<file path="config.mk">
export PLATFORM = sky130hd
export DESIGN_NAME = descrambler_sync_flat
export DESIGN_NICKNAME = d
export VERILOG_FILES = /design/src/rtl/descrambler_sync_if.sv /design/src/rtl/descrambler_sync.sv /design/src/flat_wrapper.sv
export SDC_FILE = /design/constraint.sdc
export NUM_CORES = 1
export LEC_CHECK = 0
export ABC_AREA = 1
export BUFFER_PORTS_ARGS = -buffer_cell sky130_fd_sc_hd__buf_2
export CAP_MARGIN = 10
export CORE_UTILIZATION = 25
export DETAILED_ROUTE_END_ITERATION = 12
export GPL_ROUTABILITY_DRIVEN = 0
export GPL_TIMING_DRIVEN = 0
export PLACE_DENSITY_LB_ADDON = 0.25
export RECOVER_POWER = 25
export SYNTH_ARGS = -nofsm -noshare
export SYNTH_HDL_FRONTEND = slang
export SYNTH_SLANG_ARGS = --single-unit
</file>
<file path="constraint.sdc">
create_clock -name clk -period 2.6 [get_ports clk]
set_input_delay 0.39 -clock clk [delete_from_list [all_inputs] [get_ports clk]]
set_output_delay 0.39 -clock clk [all_outputs]
set_load 0.005 [all_outputs]
</file>
<file path="src/rtl/descrambler_sync_if.sv">
// Bit-serial bus between a receive front end and the descrambler:
// seed/load control, frame delimiting, data in/out and status.
interface descrambler_sync_if;
  logic [6:0] seed;
  logic       load;
  logic       auto_sync;
  logic       frame_start;
  logic       din;
  logic       din_valid;
  logic       dout;
  logic       dout_valid;
  logic       locked;
  logic       service_err;

  modport master (
    output seed, load, auto_sync, frame_start, din, din_valid,
    input  dout, dout_valid, locked, service_err
  );

  modport slave (
    input  seed, load, auto_sync, frame_start, din, din_valid,
    output dout, dout_valid, locked, service_err
  );
endinterface

</file>
<file path="src/rtl/descrambler_sync.sv">
// Additive descrambler for x^7 + x^4 + 1 with seed recovery from the
// all-zero SERVICE field, SERVICE checking and optional SERVICE stripping.
module descrambler_sync #(
  parameter int SERVICE_BITS  = 16,
  parameter bit STRIP_SERVICE = 1'b1
) (
  input  logic                clk,
  input  logic                rst,
  descrambler_sync_if.slave   bus
);

  typedef enum logic [1:0] {
    IDLE  = 2'd0,
    SYNC  = 2'd1,
    CHECK = 2'd2,
    RUN   = 2'd3
  } state_e;

  localparam logic [6:0] SYNC_LAST    = 7'd7;
  localparam logic [6:0] SERVICE_LAST = 7'(SERVICE_BITS);

  state_e     state_q, state_d;
  logic [6:0] lfsr_q, lfsr_d;
  logic [6:0] cnt_q, cnt_d;
  logic       dout_q, dout_d;
  logic       dout_valid_q, dout_valid_d;
  logic       locked_q, locked_d;
  logic       err_q, err_d;
  logic       fb;
  logic       plain;

  // Next-state: control events first select the frame context, then the
  // accepted bit is processed in that context.
  always_comb begin
    state_d      = state_q;
    lfsr_d       = lfsr_q;
    cnt_d        = cnt_q;
    locked_d     = locked_q;
    err_d        = err_q;
    dout_d       = 1'b0;
    dout_valid_d = 1'b0;

    if (bus.load) begin
      lfsr_d   = bus.seed;
      state_d  = RUN;
      locked_d = 1'b1;
      err_d    = 1'b0;
    end else if (bus.frame_start) begin
      err_d = 1'b0;
      if (bus.auto_sync) begin
        state_d  = SYNC;
        cnt_d    = 7'd0;
        locked_d = 1'b0;
      end else begin
        state_d  = RUN;
        locked_d = 1'b1;
      end
    end else begin
      state_d = state_q;
    end

    // A same-cycle load or frame_start bit uses the freshly selected LFSR.
    fb    = lfsr_d[6] ^ lfsr_d[3];
    plain = bus.din ^ fb;

    if (bus.din_valid) begin
      case (state_d)
        SYNC: begin
          lfsr_d       = {lfsr_d[5:0], bus.din};
          dout_valid_d = ~STRIP_SERVICE;
          cnt_d        = cnt_d + 7'd1;
          if (cnt_d == SYNC_LAST) begin
            if (SERVICE_BITS == 7) begin
              state_d  = RUN;
              locked_d = 1'b1;
            end else begin
              state_d = CHECK;
            end
          end else begin
            state_d = SYNC;
          end
        end
        CHECK: begin
          lfsr_d       = {lfsr_d[5:0], fb};
          dout_d       = plain & ~STRIP_SERVICE;
          dout_valid_d = ~STRIP_SERVICE;
          err_d        = err_d | plain;
          cnt_d        = cnt_d + 7'd1;
          if (cnt_d == SERVICE_LAST) begin
            state_d  = RUN;
            locked_d = ~err_d;
          end else begin
            state_d = CHECK;
          end
        end
        RUN: begin
          lfsr_d       = {lfsr_d[5:0], fb};
          dout_d       = plain;
          dout_valid_d = 1'b1;
        end
        default: begin
          dout_valid_d = 1'b0;
        end
      endcase
    end else begin
      dout_valid_d = 1'b0;
    end
  end

  // State and registered outputs; reset drops any in-flight output bit.
  always_ff @(posedge clk) begin
    if (rst) begin
      state_q      <= IDLE;
      lfsr_q       <= 7'h7F;
      cnt_q        <= 7'd0;
      dout_q       <= 1'b0;
      dout_valid_q <= 1'b0;
      locked_q     <= 1'b0;
      err_q        <= 1'b0;
    end else begin
      state_q      <= state_d;
      lfsr_q       <= lfsr_d;
      cnt_q        <= cnt_d;
      dout_q       <= dout_d;
      dout_valid_q <= dout_valid_d;
      locked_q     <= locked_d;
      err_q        <= err_d;
    end
  end

  assign bus.dout        = dout_q;
  assign bus.dout_valid  = dout_valid_q;
  assign bus.locked      = locked_q;
  assign bus.service_err = err_q;

endmodule
</file>
<file path="src/flat_wrapper.sv">
// flat-port wrapper written by rule: the top's interface ports become plain ports
module descrambler_sync_flat 
#(
  parameter int SERVICE_BITS  = 16,
  parameter bit STRIP_SERVICE = 1'b1
)
  (clk, rst, bus_seed, bus_load, bus_auto_sync, bus_frame_start, bus_din, bus_din_valid, bus_dout, bus_dout_valid, bus_locked, bus_service_err);
  descrambler_sync_if bus_i ();
  input  logic clk;
  input  logic rst;
  input wire logic [$bits(bus_i.seed)-1:0] bus_seed;
  input wire logic [$bits(bus_i.load)-1:0] bus_load;
  input wire logic [$bits(bus_i.auto_sync)-1:0] bus_auto_sync;
  input wire logic [$bits(bus_i.frame_start)-1:0] bus_frame_start;
  input wire logic [$bits(bus_i.din)-1:0] bus_din;
  input wire logic [$bits(bus_i.din_valid)-1:0] bus_din_valid;
  output wire logic [$bits(bus_i.dout)-1:0] bus_dout;
  output wire logic [$bits(bus_i.dout_valid)-1:0] bus_dout_valid;
  output wire logic [$bits(bus_i.locked)-1:0] bus_locked;
  output wire logic [$bits(bus_i.service_err)-1:0] bus_service_err;
  assign bus_i.seed = bus_seed;
  assign bus_i.load = bus_load;
  assign bus_i.auto_sync = bus_auto_sync;
  assign bus_i.frame_start = bus_frame_start;
  assign bus_i.din = bus_din;
  assign bus_i.din_valid = bus_din_valid;
  assign bus_dout = bus_i.dout;
  assign bus_dout_valid = bus_i.dout_valid;
  assign bus_locked = bus_i.locked;
  assign bus_service_err = bus_i.service_err;
  descrambler_sync #(.SERVICE_BITS(SERVICE_BITS), .STRIP_SERVICE(STRIP_SERVICE)) u_core (.clk(clk), .rst(rst), .bus(bus_i));
endmodule
</file>
==> flow_summary.json <==
{
  "status": "finished, final reports clean",
  "critical_path_class": "input port to register",
  "synth-simple-area-share": 0.358,
  "cpMostUsedCell": "inv_1",
  "max_stage_delay_ns": 0.35,
  "cts_max_path_buffers": 2,
  "ant_nets": 0,
  "final_core_util": 0.311,
  "grt_pass1_vias": 1034,
  "layout_common_cells": "nand2_1, inv_1, dfxtp_1",
  "cts_tree": "yes",
  "synthArstFlopShare": 0,
  "synth-edff-count": 0,
  "cts_made_buffers": 3,
  "crit_family": "buffers and inverters",
  "ff_latch_area_um2": 400,
  "synth-xor-area-share": 0.00697,
  "drv_slew": 0,
  "instances_no_fill": 273,
  "hold_viol_final": 0,
  "drive_gt1_frac": 0.160,
  "fin_tns_setup_ns": 0,
  "cts_max_level": 1,
  "cts_root_buffer": "clkbuf_8",
  "yosysSeqAreaShare": 0.318,
  "crit_arrival_ns": 2.40,
  "track_usage": 0.108,
  "insertion_delay_ns": 0.26,
  "critPathLaunchType": "input port",
  "synth_nets": 206,
  "cts_hold_buf": 0,
  "syn-cell-area_um2": 1260,
  "post-cts-setup-buffer-count": 0,
  "die_h_um": 72.9,
  "max-vdd-ir-drop_mv": 0.234,
  "placed_cells": 269,
  "initial_core_util": 0.263,
  "drv_cap": 0,
  "clk_pin_slew_ns": 0.08,
  "cts_resized": 0,
  "setup_viol": 0,
  "synth_seq_cells": 20,
  "powerDensity_nw_per_um2": 550,
  "design.core.area_um2": 4790,
  "period_needed_ns": 2.25,
  "yosys_warnings": 0,
  "drc": 0,
  "cp_data_required_time_ns": 2.75,
  "min_path_type": "input port to register",
  "grt_max_degree": 13,
  "max_freq_ghz": 0.445,
  "antennaDiodeCount": 0,
  "grt_pass1_wl_um": 4540,
  "multi_input_area_um2": 728,
  "dieArea_um2": 5320,
  "layout.nets": 227,
  "grt_overflow_total": 0,
  "synth_top_family_by_area": "simple AND/OR/NAND/NOR gates",
  "netlist_instances": 186,
  "end_kind": "register",
  "period_share": 0.865,
  "worst_pin_slew_ns": 0.465,
  "synth_cell_type_count": 24,
  "cp_slowest_cell": "nor2_1",
  "row_count": 25,
  "layout_commonest_cell": "nand2_1",
  "cp_max_fo": 10,
  "drtIter0Drc": 54,
  "slew-limit-headroom": 0.690,
  "area_delta_synth_final_pct": 18.4,
  "p_total_uw": 818,
  "ios": 18,
  "vias": 1160,
  "synthAdderAreaFrac": 0.0597,
  "cp_num_buf_inv": 6,
  "synth_compound_area_frac": 0.146,
  "clock_sinks": 20,
  "viasPerCell": 4.25,
  "fillers": 530,
  "skew_ns": 0.00987,
  "p_leak_nw": 0.753,
  "crit_path_cell_trace": "buf_6, inv_6, o21ai_0, a21oi_1, inv_1, ha_1, nor2_1, inv_1, clkbuf_1, o21ai_0, inv_1",
  "antenna_found_initial": 0,
  "post_synth.cell_area_avg_um2": 6.76,
  "drt-total-wl_um": 2700,
  "synthFlopType": "dfxtp_1",
  "muxShareOfSynthArea": 0.00796,
  "portBuffers": 16,
  "rsz0062_at_grt": "no",
  "wire_per_inst_um": 9.88,
  "die_w_um": 72.9,
  "dr.pass1.iters": 4,
  "dp_hpwl_um": 2080
}
-- cells in the mapped netlist, types with 2 or more instances --
| cell | instances | area [um^2] |
|---|---|---|
| nor2_4 | 2 | 22.5 |
| nand4_1 | 4 | 25.0 |
| nand3_2 | 2 | 20.0 |
| nand3_4 | 2 | 35.0 |
| nor2_2 | 2 | 12.5 |
| clkbuf_1 | 2 | 7.51 |
| nand3_1 | 7 | 35.0 |
| a221o_1 | 3 | 30.0 |
| dfxtp_1 | 20 | 400 |
| nand2_2 | 6 | 37.5 |
| nand2_1 | 53 | 199 |
| a21oi_1 | 12 | 60.1 |
| o21ai_0 | 14 | 70.1 |
| inv_1 | 26 | 97.6 |
| ha_1 | 6 | 75.1 |
| nor2_1 | 17 | 63.8 |
-- stage by stage --
stage | hold WS [ns] | setup WS [ns] | instance area (um^2)
floorplan | 0.482 | 0.504 | 1260
global placement | 0.501 | 0.0165 | 1420
detailed placement | 0.484 | 0.0685 | 1420
CTS | 0.405 | 0.338 | 1490
global route | 0.432 | 0.0311 | 1490
finish | 0.410 | 0.351 | 1490
-- path summary, 6_finish.rpt --
check                               startpoint                           endpoint  slack (ns)  depth (start not counted)
min                              bus_din_valid   u_core.bus.dout_valid$_SDFF_PP0_        0.41                          3
min reg2reg  u_core.bus.service_err$_SDFF_PP0_  u_core.bus.service_err$_SDFF_PP0_        0.50                          2
max reg2reg       u_core.state_q[1]$_SDFF_PP0_         u_core.cnt_q[4]$_SDFF_PP0_        0.51                          8
max                                   bus_load         u_core.cnt_q[4]$_SDFF_PP0_        0.35                         11
-- tightest hold or removal path, cell delays in order --
cell	delay (ns)
buf_2	0.14
nand2_1	0.07
nor2_1	0.04
-- report_power, final --
part           internal, mW  leakage, nW  switching (mW)
registers             0.333        0.166          0.0114
logic                0.0570        0.552           0.101
clock network         0.206       0.0357           0.110
-- sequential cells by signal (all words and copies together) (netlist names) --
signal	flops
u_core.lfsr_q	7
u_core.bus.dout_valid	1
u_core.state_q	2
u_core.cnt_q	7
u_core.bus.locked	1
u_core.bus.dout	1
u_core.bus.service_err	1
-- metal layers --
layer,up-vias,track usage,wire length [um]
met5,-,0,0
met4,0,0.0131,10
li1,635,-,-
met2,25,0.188,1200
met1,498,0.139,1370
met3,2,0.0290,124
-- final cells by class --
type                       instances  area share
sequential                        20       0.269
inverter                          28      0.0739
timing repair buffer              16      0.0513
clock buffer                       3      0.0277
multi-input combinational        135       0.489
tap                               67      0.0563
buffer                             3      0.0126
clock inverter                     1      0.0202
-- cell families (layout without fill, tap and decap cells) --
kind of cell / after synthesis / after routing
xor gates and xnor gates: 1 / 1
DFF: 20 / 20
muxes: 1 / 1
AOI/OAI and AO/OA: 32 / 32
and+or+nand+nor: 95 / 95
adders and majority gates: 6 / 6
buffers and inverters: 31 / 51
Power figures use the tool's default switching activity.
